==> src/rtl/mul_share_arbiter_pkg.sv <==
// Shared types and constants for the two-requester multiplier-sharing arbiter.
package mul_share_arbiter_pkg;

  typedef enum logic [1:0] {
    IDLE  = 2'b00,
    RUN   = 2'b01,
    DONE  = 2'b10,
    CLEAR = 2'b11
  } arb_state_e;

  localparam int DEFAULT_WIDTH = 64;

  localparam logic REQ0_ID = 1'b0;
  localparam logic REQ1_ID = 1'b1;

endpackage

==> src/rtl/mul_share_arbiter_if.sv <==
// Bundle of requester and multiplier signals around the arbiter.
// The master modport is the arbiter's view; slave is the surrounding system.
interface mul_share_arbiter_if
  import mul_share_arbiter_pkg::*;
#(
  parameter int WIDTH = DEFAULT_WIDTH
);
  logic               req0;
  logic               req1;
  logic [WIDTH-1:0]   m0_multiplier;
  logic [WIDTH-1:0]   m0_multiplicand;
  logic [WIDTH-1:0]   m1_multiplier;
  logic [WIDTH-1:0]   m1_multiplicand;
  logic               gnt0;
  logic               gnt1;
  logic               done0;
  logic               done1;
  logic [2*WIDTH-1:0] result;
  logic [WIDTH-1:0]   mul_multiplier;
  logic [WIDTH-1:0]   mul_multiplicand;
  logic               mul_op_start;
  logic               mul_op_clear;
  logic               mul_op_done;
  logic [2*WIDTH-1:0] mul_result;
  logic               err;

  modport master (
    input  req0, req1, m0_multiplier, m0_multiplicand, m1_multiplier, m1_multiplicand,
    input  mul_op_done, mul_result,
    output gnt0, gnt1, done0, done1, result,
    output mul_multiplier, mul_multiplicand, mul_op_start, mul_op_clear, err
  );

  modport slave (
    output req0, req1, m0_multiplier, m0_multiplicand, m1_multiplier, m1_multiplicand,
    output mul_op_done, mul_result,
    input  gnt0, gnt1, done0, done1, result,
    input  mul_multiplier, mul_multiplicand, mul_op_start, mul_op_clear, err
  );

endinterface

==> src/rtl/mul_share_arbiter_arb_watchdog.sv <==
// RUN-phase timeout counter: zeroed by clear, counts while enabled,
// flags expire in the LIMIT-th enabled cycle.
module arb_watchdog #(
  parameter int LIMIT = 256
) (
  input  logic clk,
  input  logic reset_n,
  input  logic clear,
  input  logic enable,
  output logic expire
);
  localparam int CW = $clog2(LIMIT + 1);

  logic [CW-1:0] count_q, count_d;

  assign expire = enable && (count_q == CW'(LIMIT - 1));

  always_comb begin
    count_d = count_q;
    if (clear) begin
      count_d = '0;
    end else if (enable && !expire) begin
      count_d = count_q + 1'b1;
    end
  end

  always_ff @(posedge clk or negedge reset_n) begin
    if (!reset_n) begin
      count_q <= '0;
    end else begin
      count_q <= count_d;
    end
  end

endmodule

==> src/rtl/mul_share_arbiter.sv <==
// Round-robin arbiter sharing one multi-cycle multiplier between two requesters.
// Define ARB_TIMEOUT_EN to add a RUN-state watchdog that aborts with an err pulse.
module mul_share_arbiter
  import mul_share_arbiter_pkg::*;
#(
  parameter int WIDTH          = DEFAULT_WIDTH,
  parameter int TIMEOUT_CYCLES = 256
) (
  input  logic                clk,
  input  logic                reset_n,
  mul_share_arbiter_if.master bus
);
  arb_state_e         state_q, state_d;
  logic               last_grant_q, last_grant_d;
  logic               grant_id_q, grant_id_d;
  logic [2*WIDTH-1:0] result_q, result_d;
  logic               err_q, err_d;
  logic               timeout_hit;
  logic               granted_req;
  logic               active;

`ifdef ARB_TIMEOUT_EN
  arb_watchdog #(
    .LIMIT (TIMEOUT_CYCLES)
  ) u_watchdog (
    .clk     (clk),
    .reset_n (reset_n),
    .clear   (state_q != RUN),
    .enable  (state_q == RUN),
    .expire  (timeout_hit)
  );
`else
  assign timeout_hit = 1'b0;
  if (TIMEOUT_CYCLES < 1) begin : g_bad_timeout
  end
`endif

  assign granted_req = (grant_id_q == REQ1_ID) ? bus.req1 : bus.req0;

  // A dropped request beats a same-cycle mul_op_done so an abandoned operation never reports done.
  always_comb begin
    state_d      = state_q;
    last_grant_d = last_grant_q;
    grant_id_d   = grant_id_q;
    result_d     = result_q;
    err_d        = 1'b0;
    case (state_q)
      IDLE: begin
        if (bus.req0 && bus.req1) begin
          grant_id_d = ~last_grant_q;
          state_d    = RUN;
        end else if (bus.req0) begin
          grant_id_d = REQ0_ID;
          state_d    = RUN;
        end else if (bus.req1) begin
          grant_id_d = REQ1_ID;
          state_d    = RUN;
        end
      end
      RUN: begin
        if (!granted_req) begin
          state_d = CLEAR;
        end else if (bus.mul_op_done) begin
          result_d = bus.mul_result;
          state_d  = DONE;
        end else if (timeout_hit) begin
          err_d   = 1'b1;
          state_d = CLEAR;
        end
      end
      DONE: begin
        if (!granted_req) begin
          state_d = CLEAR;
        end
      end
      CLEAR: begin
        last_grant_d = grant_id_q;
        state_d      = IDLE;
      end
      default: state_d = IDLE;
    endcase
  end

  always_ff @(posedge clk or negedge reset_n) begin
    if (!reset_n) begin
      state_q      <= IDLE;
      last_grant_q <= REQ1_ID;
      grant_id_q   <= REQ0_ID;
      result_q     <= '0;
      err_q        <= 1'b0;
    end else begin
      state_q      <= state_d;
      last_grant_q <= last_grant_d;
      grant_id_q   <= grant_id_d;
      result_q     <= result_d;
      err_q        <= err_d;
    end
  end

  assign active = (state_q == RUN) || (state_q == DONE);

  assign bus.gnt0         = active && (grant_id_q == REQ0_ID);
  assign bus.gnt1         = active && (grant_id_q == REQ1_ID);
  assign bus.done0        = (state_q == DONE) && (grant_id_q == REQ0_ID);
  assign bus.done1        = (state_q == DONE) && (grant_id_q == REQ1_ID);
  assign bus.result       = result_q;
  assign bus.mul_op_start = (state_q == RUN);
  assign bus.mul_op_clear = (state_q == CLEAR);
  assign bus.err          = err_q;

  assign bus.mul_multiplier   = bus.gnt0 ? bus.m0_multiplier :
                                bus.gnt1 ? bus.m1_multiplier : '0;
  assign bus.mul_multiplicand = bus.gnt0 ? bus.m0_multiplicand :
                                bus.gnt1 ? bus.m1_multiplicand : '0;

endmodule

==> src/flat_wrapper.sv <==
// flat-port wrapper written by rule: the top's interface ports become plain ports
module mul_share_arbiter_flat import mul_share_arbiter_pkg::*;
#(
  parameter int WIDTH          = DEFAULT_WIDTH,
  parameter int TIMEOUT_CYCLES = 256
)
  (clk, reset_n, bus_req0, bus_req1, bus_m0_multiplier, bus_m0_multiplicand, bus_m1_multiplier, bus_m1_multiplicand, bus_mul_op_done, bus_mul_result, bus_gnt0, bus_gnt1, bus_done0, bus_done1, bus_result, bus_mul_multiplier, bus_mul_multiplicand, bus_mul_op_start, bus_mul_op_clear, bus_err);
  mul_share_arbiter_if #(.WIDTH(WIDTH)) bus_i ();
  input  logic clk;
  input  logic reset_n;
  input wire logic [$bits(bus_i.req0)-1:0] bus_req0;
  input wire logic [$bits(bus_i.req1)-1:0] bus_req1;
  input wire logic [$bits(bus_i.m0_multiplier)-1:0] bus_m0_multiplier;
  input wire logic [$bits(bus_i.m0_multiplicand)-1:0] bus_m0_multiplicand;
  input wire logic [$bits(bus_i.m1_multiplier)-1:0] bus_m1_multiplier;
  input wire logic [$bits(bus_i.m1_multiplicand)-1:0] bus_m1_multiplicand;
  input wire logic [$bits(bus_i.mul_op_done)-1:0] bus_mul_op_done;
  input wire logic [$bits(bus_i.mul_result)-1:0] bus_mul_result;
  output wire logic [$bits(bus_i.gnt0)-1:0] bus_gnt0;
  output wire logic [$bits(bus_i.gnt1)-1:0] bus_gnt1;
  output wire logic [$bits(bus_i.done0)-1:0] bus_done0;
  output wire logic [$bits(bus_i.done1)-1:0] bus_done1;
  output wire logic [$bits(bus_i.result)-1:0] bus_result;
  output wire logic [$bits(bus_i.mul_multiplier)-1:0] bus_mul_multiplier;
  output wire logic [$bits(bus_i.mul_multiplicand)-1:0] bus_mul_multiplicand;
  output wire logic [$bits(bus_i.mul_op_start)-1:0] bus_mul_op_start;
  output wire logic [$bits(bus_i.mul_op_clear)-1:0] bus_mul_op_clear;
  output wire logic [$bits(bus_i.err)-1:0] bus_err;
  assign bus_i.req0 = bus_req0;
  assign bus_i.req1 = bus_req1;
  assign bus_i.m0_multiplier = bus_m0_multiplier;
  assign bus_i.m0_multiplicand = bus_m0_multiplicand;
  assign bus_i.m1_multiplier = bus_m1_multiplier;
  assign bus_i.m1_multiplicand = bus_m1_multiplicand;
  assign bus_i.mul_op_done = bus_mul_op_done;
  assign bus_i.mul_result = bus_mul_result;
  assign bus_gnt0 = bus_i.gnt0;
  assign bus_gnt1 = bus_i.gnt1;
  assign bus_done0 = bus_i.done0;
  assign bus_done1 = bus_i.done1;
  assign bus_result = bus_i.result;
  assign bus_mul_multiplier = bus_i.mul_multiplier;
  assign bus_mul_multiplicand = bus_i.mul_multiplicand;
  assign bus_mul_op_start = bus_i.mul_op_start;
  assign bus_mul_op_clear = bus_i.mul_op_clear;
  assign bus_err = bus_i.err;
  mul_share_arbiter #(.WIDTH(WIDTH), .TIMEOUT_CYCLES(TIMEOUT_CYCLES)) u_core (.clk(clk), .reset_n(reset_n), .bus(bus_i));
endmodule
==> config.mk <==
export PLATFORM = sky130hd
export DESIGN_NAME = mul_share_arbiter_flat
export DESIGN_NICKNAME = d
export VERILOG_FILES = /design/src/rtl/mul_share_arbiter_pkg.sv /design/src/rtl/mul_share_arbiter_if.sv /design/src/rtl/mul_share_arbiter_arb_watchdog.sv /design/src/rtl/mul_share_arbiter.sv /design/src/flat_wrapper.sv
export SDC_FILE = /design/constraint.sdc
export NUM_CORES = 1
export LEC_CHECK = 0
export CAP_MARGIN = 15
export CORE_AREA = 2 2 256 258
export DETAILED_ROUTE_END_ITERATION = 8
export DIE_AREA = 0 0 258 260
export REMOVE_ABC_BUFFERS = 1
export SETUP_SLACK_MARGIN = 0.05
export SLEW_MARGIN = 20
export SYNTH_ARGS = -nofsm -noshare
export SYNTH_HDL_FRONTEND = slang
export SYNTH_SLANG_ARGS = --single-unit
==> constraint.sdc <==
create_clock -name clk -period 5.4 [get_ports clk]
set_input_delay 1.08 -clock clk [delete_from_list [all_inputs] [get_ports clk]]
set_output_delay 1.08 -clock clk [all_outputs]
set_load 0.1 [all_outputs]
==> results of run 1 <==
-- cells in the final DEF, fill, tap and decap left out --
cell,netlist,layout
and2_1,2,2
nor2b_1,131,131
and3_4,1,1
bufinv_16,0,2
buf_12,0,4
o21ai_0,1,1
dfstp_2,1,1
clkinv_4,0,3
inv_6,0,5
mux2_2,9,9
dfrtp_4,0,1
clkinv_2,0,1
conb_1,1,1
mux2i_1,128,128
dfrtp_1,131,130
a32oi_1,1,1
nor2_1,2,2
ha_4,0,1
buf_4,1,28
clkbuf_16,0,17
mux2_1,20,20
nor3_1,1,1
inv_1,3,3
buf_6,14,1
mux2_4,101,101
o211ai_1,1,1
clkdlybuf4s50_1,0,636
nand2_1,3,3
clkinvlp_4,0,1
ha_1,6,5
clkbuf_8,0,1
a32o_1,1,1
a21oi_1,1,1
a31o_2,1,1
inv_8,0,2
-- layer usage --
| layer | GRT usage [%] | vias up | wire [um] |
|---|---|---|---|
| met1 | 10.48 | 3367 | 12720 |
| met4 | 2.489 | 0 | 419 |
| met2 | 16.17 | 353 | 16400 |
| li1 | - | 3310 | - |
| met3 | 3.138 | 22 | 2759 |
| met5 | 0 | - | 0 |
-- through the flow --
step           hold slack [ns]  utilization [%]  TNS, ns
6_report                0.4887            24.63        0
5_1_grt                 0.5021            24.63        0
4_1_cts                 0.4939            24.63        0
3_5_place_dp            0.4753            23.68        0
3_3_place_gp            0.4678            23.68        0
2_1_floorplan           0.5755                -  -362.84
-- logic make-up after synthesis --
family,after synthesis,share of synthesized area [%]
DFF,132,42.79
AOI/OAI and AO/OA,6,0.5832
muxes,258,40.46
other,1,0.04856
buffers and inverters,47,3.921
and+or+nand+nor,140,11.23
adders and majority gates,6,0.9721
-- final timing paths --
path                                              startpoint                                 end  slack [ns]  cells after the start
setup / recovery               u_core.state_q[0]$_DFFE_PN0P_               bus_mul_multiplier[5]        0.84                      5
hold / removal             u_core.bus.result[78]$_DFFE_PN0P_   u_core.bus.result[78]$_DFFE_PN0P_        0.49                      1
setup reg to reg               u_core.grant_id_q$_DFFE_PN0P_   u_core.bus.result[74]$_DFFE_PN0P_        2.41                      4
hold reg to reg            u_core.bus.result[78]$_DFFE_PN0P_   u_core.bus.result[78]$_DFFE_PN0P_        0.49                      1
max in group asynchronous                            reset_n   u_core.bus.result[78]$_DFFE_PN0P_        3.61                      2
min in group asynchronous                            reset_n  u_core.bus.result[100]$_DFFE_PN0P_        0.75                      1
-- registers in the layout, summed over array words and instances, names as in the netlist --
register,count
u_core.bus.result,128
u_core.grant_id_q,1
u_core.state_q,2
u_core.last_grant_q,1
-- worst reg2reg max path: stages, from the launching register on --
cell     delay [ns]
dfrtp_4        1.04
mux2_4         0.33
and3_4         0.56
buf_12         0.49
mux2_1         0.44
-- Yosys cell counts, types with 2 or more instances --
master	number	share of area, %
mux2_4	101	20
mux2i_1	128	17
nor2_1	2	0.097
ha_1	6	0.97
inv_1	3	0.15
buf_2	14	0.91
clkbuf_1	14	0.68
buf_6	14	2.0
mux2_1	20	2.9
and2_1	2	0.16
nand2_1	3	0.15
mux2_2	9	1.3
nor2b_1	131	11
dfrtp_1	131	42
-- cell type report --
| class | instances | area (um2) | share of cell area [%] |
|---|---|---|---|
| clock inverter | 14 | 165.2 | 1.046 |
| clock buffer | 18 | 439.2 | 2.782 |
| tap | 855 | 1070 | 6.776 |
| inverter | 3 | 11.26 | 0.07132 |
| timing repair buffer | 669 | 6668 | 42.23 |
| multi-input combinational | 411 | 4128 | 26.14 |
| sequential | 132 | 3308 | 20.95 |
==> flow_summary.toml, run 1 <==
[setup_path]
cp_cell_sequence = "inv_1 > ha_4 > buf_4 > nor2b_1 > clkdlybuf4s50_1"
start_kind = "flop"
critical_path.slowest_cell = "clkdlybuf4s50_1"
max_stage_delay_ns = 1.17
crit_arrival_ns = 3.48
required_ns = 4.32
path_delay_family = "buffers and inverters"
cp-end-kind = "output pin"
path_class = "flop to output pin"
critPathMaxFanout = 62
critical_path_buf_inv_count = 3

[route]
routedWlPerCell_um = 15.36
drt_wl_total_um = 32300
drt_iter0_markers = 272
vias = 7052
via_per_inst = 3.355
antenna_left = 0
drc = 0
dr.pass1.iters = 4

[sta]
rsz0062_at_grt = "no"
slew_viol_final = 0
period_needed_ns = 4.560
setup_viol = 0
skew_ns = 0.01618
finalHoldViolations = 0
timing.final.ws_setup_ns = 0.8399
tightest_slew_ns = 1.063
relSlewSlack_pct = 28.92
fmax_mhz = 219.3
min_period_over_period_pct = 84.45

[synthesis]
synth_warnings = 0
ys_seq_elements = 132
synth-main-ff-cell = "dfrtp_1"
synth_edf_count = 0
avgSynthCellArea_um2 = 13.09
synthesis.area_mm2 = 0.007722
synth_seq_area_share_pct = 42.79
ys_types = 26
async_flop_share_pct = 100.0
synthCells = 590

[placement]
place_hpwl_um = 26480
postPlaceCellArea_mm2 = 0.01518
place_ws_ns = 1.307
place_inst = 2070
place.gp.congestion = 0.8978
port_buffers = 650

[clock_network]
cts.path.max_buffers = 2
clockRootBuffer = "clkbuf_16"
clock-sinks = 132
clk_latency_ns = 0.44
cts_setup_buffers = 0
cts_resized = 0
h-tree-depth = 4
cts_tree = "yes"
clk_pin_slew_ns = 0.07
cts_buffers = 17
cts_hold_buf = 0

[global_routing]
first_global_vias = 7550
grt_pass1_wl_um = 46930
track_usage_pct = 9.158
antenna_found_initial = 1
overflow = 0
grt_start_max_net_pins = 97

[cells_and_area]
final_area_mm2 = 0.01579
nFillCells = 6744
num-nets-final = 1629
drive_gt1_share_pct = 14.43
final_cells = 2102
n_antenna_cell = 0
area.growth.synth_to_final_pct = 104.5

[floorplan]
fp.dieArea_mm2 = 0.06708
dieHeight_um = 260
initial_core_util_pct = 12.04
io_pins = 652
fp.dieW_um = 258
core_mm2 = 0.06412
rows = 93

[outcome]
status = "finished clean"

[flow_run]
drv_cap = 0

[worst_hold_path]
min_path_type = "flop to flop"
Power of run 1 is left out: the tool's default activity adds up to more than one toggle a clock period on the data nets, which glitch-free logic cannot reach.
==> inputs of run 2 (changes only) <==
Settings changed: CORE_AREA 2 2 256 258 to 2 2 253 255, DIE_AREA 0 0 258 260 to 0 0 255 257.
Clock period 5.4 ns to 3.7 ns, I/O delays scaled along.
==> run 2 against run 1 <==
Against the previous run: worst setup slack lost 0.50 ns; non-clock buffer count grew 5; hold slack lost 0.18 ns; highest routed layer unchanged.
==> flow_summary.toml, run 2 (synthesized netlist as in run 1, its figures left out) <==
[clock_network]
clockRootBuffer = "clkbuf_16"
cts_setup_buffers = 0
h-tree-depth = 4
clk_pin_slew_ns = 0.06
clock-sinks = 132
cts_resized = 0
clk_latency_ns = 0.46
cts_tree = "yes"
cts.path.max_buffers = 2
cts_hold_buf = 0
cts_buffers = 17

[sta]
tightest_slew_ns = 1.037
period_needed_ns = 3.362
hold_ws_ns = 0.3080
min_period_over_period_pct = 90.86
finalHoldViolations = 0
skew_ns = 0.007348
relSlewSlack_pct = 30.65
setup_viol = 0
rsz0062_at_grt = "no"
fmax_mhz = 297.5
slew_viol_final = 0

[route]
via_per_inst = 3.363
highest_layer = "met4"
drc = 0
antenna_left = 0
vias = 7059
wl_met2_um = 17070
drt_iter0_markers = 213
met3WireLength_um = 3202
routedWlPerCell_um = 16.67
wirelength_met1_um = 13650
drt_wl_total_um = 35000
dr.pass1.iters = 4

[cells_and_area]
largest_reg_flops = 128
final_common_cell = "clkdlybuf4s50_1"
layout_common_cells = "511 x clkdlybuf4s50_1, 144 x buf_4, 131 x nor2b_1"
fin_util_pct = 25.02
final_area_mm2 = 0.01570
drive_gt1_share_pct = 24.68
num-nets-final = 1634
area.growth.synth_to_final_pct = 103.3

[setup_path]
required_ns = 2.96
critPathMaxFanout = 69
start_kind = "flop"
crit_arrival_ns = 2.62
path_class = "flop to output pin"
cp-startpoint = "u_core.state_q[1]$_DFFE_PN0P_"
timing.rr.start = "u_core.grant_id_q$_DFFE_PN0P_"
cp-end-kind = "output pin"

[floorplan]
initial_core_util_pct = 12.31
core_mm2 = 0.06274
rows = 92
dieHeight_um = 257
fp.dieW_um = 255
io_pins = 652
fp.dieArea_mm2 = 0.06554

[placement]
port_buffers = 650
place_hpwl_um = 29310
place.gp.congestion = 0.8849
postPlaceCellArea_mm2 = 0.01507

[global_routing]
overflow = 0
grt_start_max_net_pins = 80
first_global_vias = 7530
grt_pass1_wl_um = 49270
track_usage_pct = 10.33
antenna_found_initial = 1

[flow_run]
drv_cap = 0

[outcome]
status = "finished clean"

[worst_hold_path]
min_path_type = "input pin to async pin"
## run 2: path summary, 6_finish.rpt
path                                                            to  slack, ns  depth (start not counted)
min in group clk                 u_core.bus.result[65]$_DFFE_PN0P_       0.48                          1
max in group asynchronous        u_core.bus.result[24]$_DFFE_PN0P_       2.53                          2
worst max register to register   u_core.bus.result[90]$_DFFE_PN0P_       1.18                          4
worst min register to register   u_core.bus.result[65]$_DFFE_PN0P_       0.48                          1
worst min-delay path            u_core.bus.result[107]$_DFFE_PN0P_       0.31                          1
worst max-delay path                        bus_mul_multiplier[10]       0.34                          5
## run 2: metal layers
layer  up-vias  global-route usage, %
li1       3340                      -
met1      3304                  11.68
met2       365                  17.39
met3        50                  3.449
met4         0                  4.873
met5         -                      0
## run 2: worst max-delay path: stages (launching register included)
cell and delay, ns:
dfrtp_1 0.42, inv_1 0.14, ha_4 0.68, buf_4 0.34
nor2b_1 0.20, buf_4 0.32
## run 2: layout make-up
class                   instances  area [um2]
flip-flops and latches        132        3308
well taps                     846        1059
repair buffers                674        6568
multi-input cells             411        4128
diodes                          1       2.502
clock inverters                14       191.4
fillers                      6602       47040
clock buffers                  18       429.2
inverters                       3       11.26
## run 2: per-stage QoR
stage	setup TNS, ns	instances	setup slack, ns
after global routing	0	2099	0.1848
final	0	2099	0.3383
after detailed placement	0	2066	0.8263
after global placement	0	2066	0.8709
after floorplan	-764.95	546	-3.210
after CTS	0	2098	0.2790
Power of run 2 is left out for the same reason.
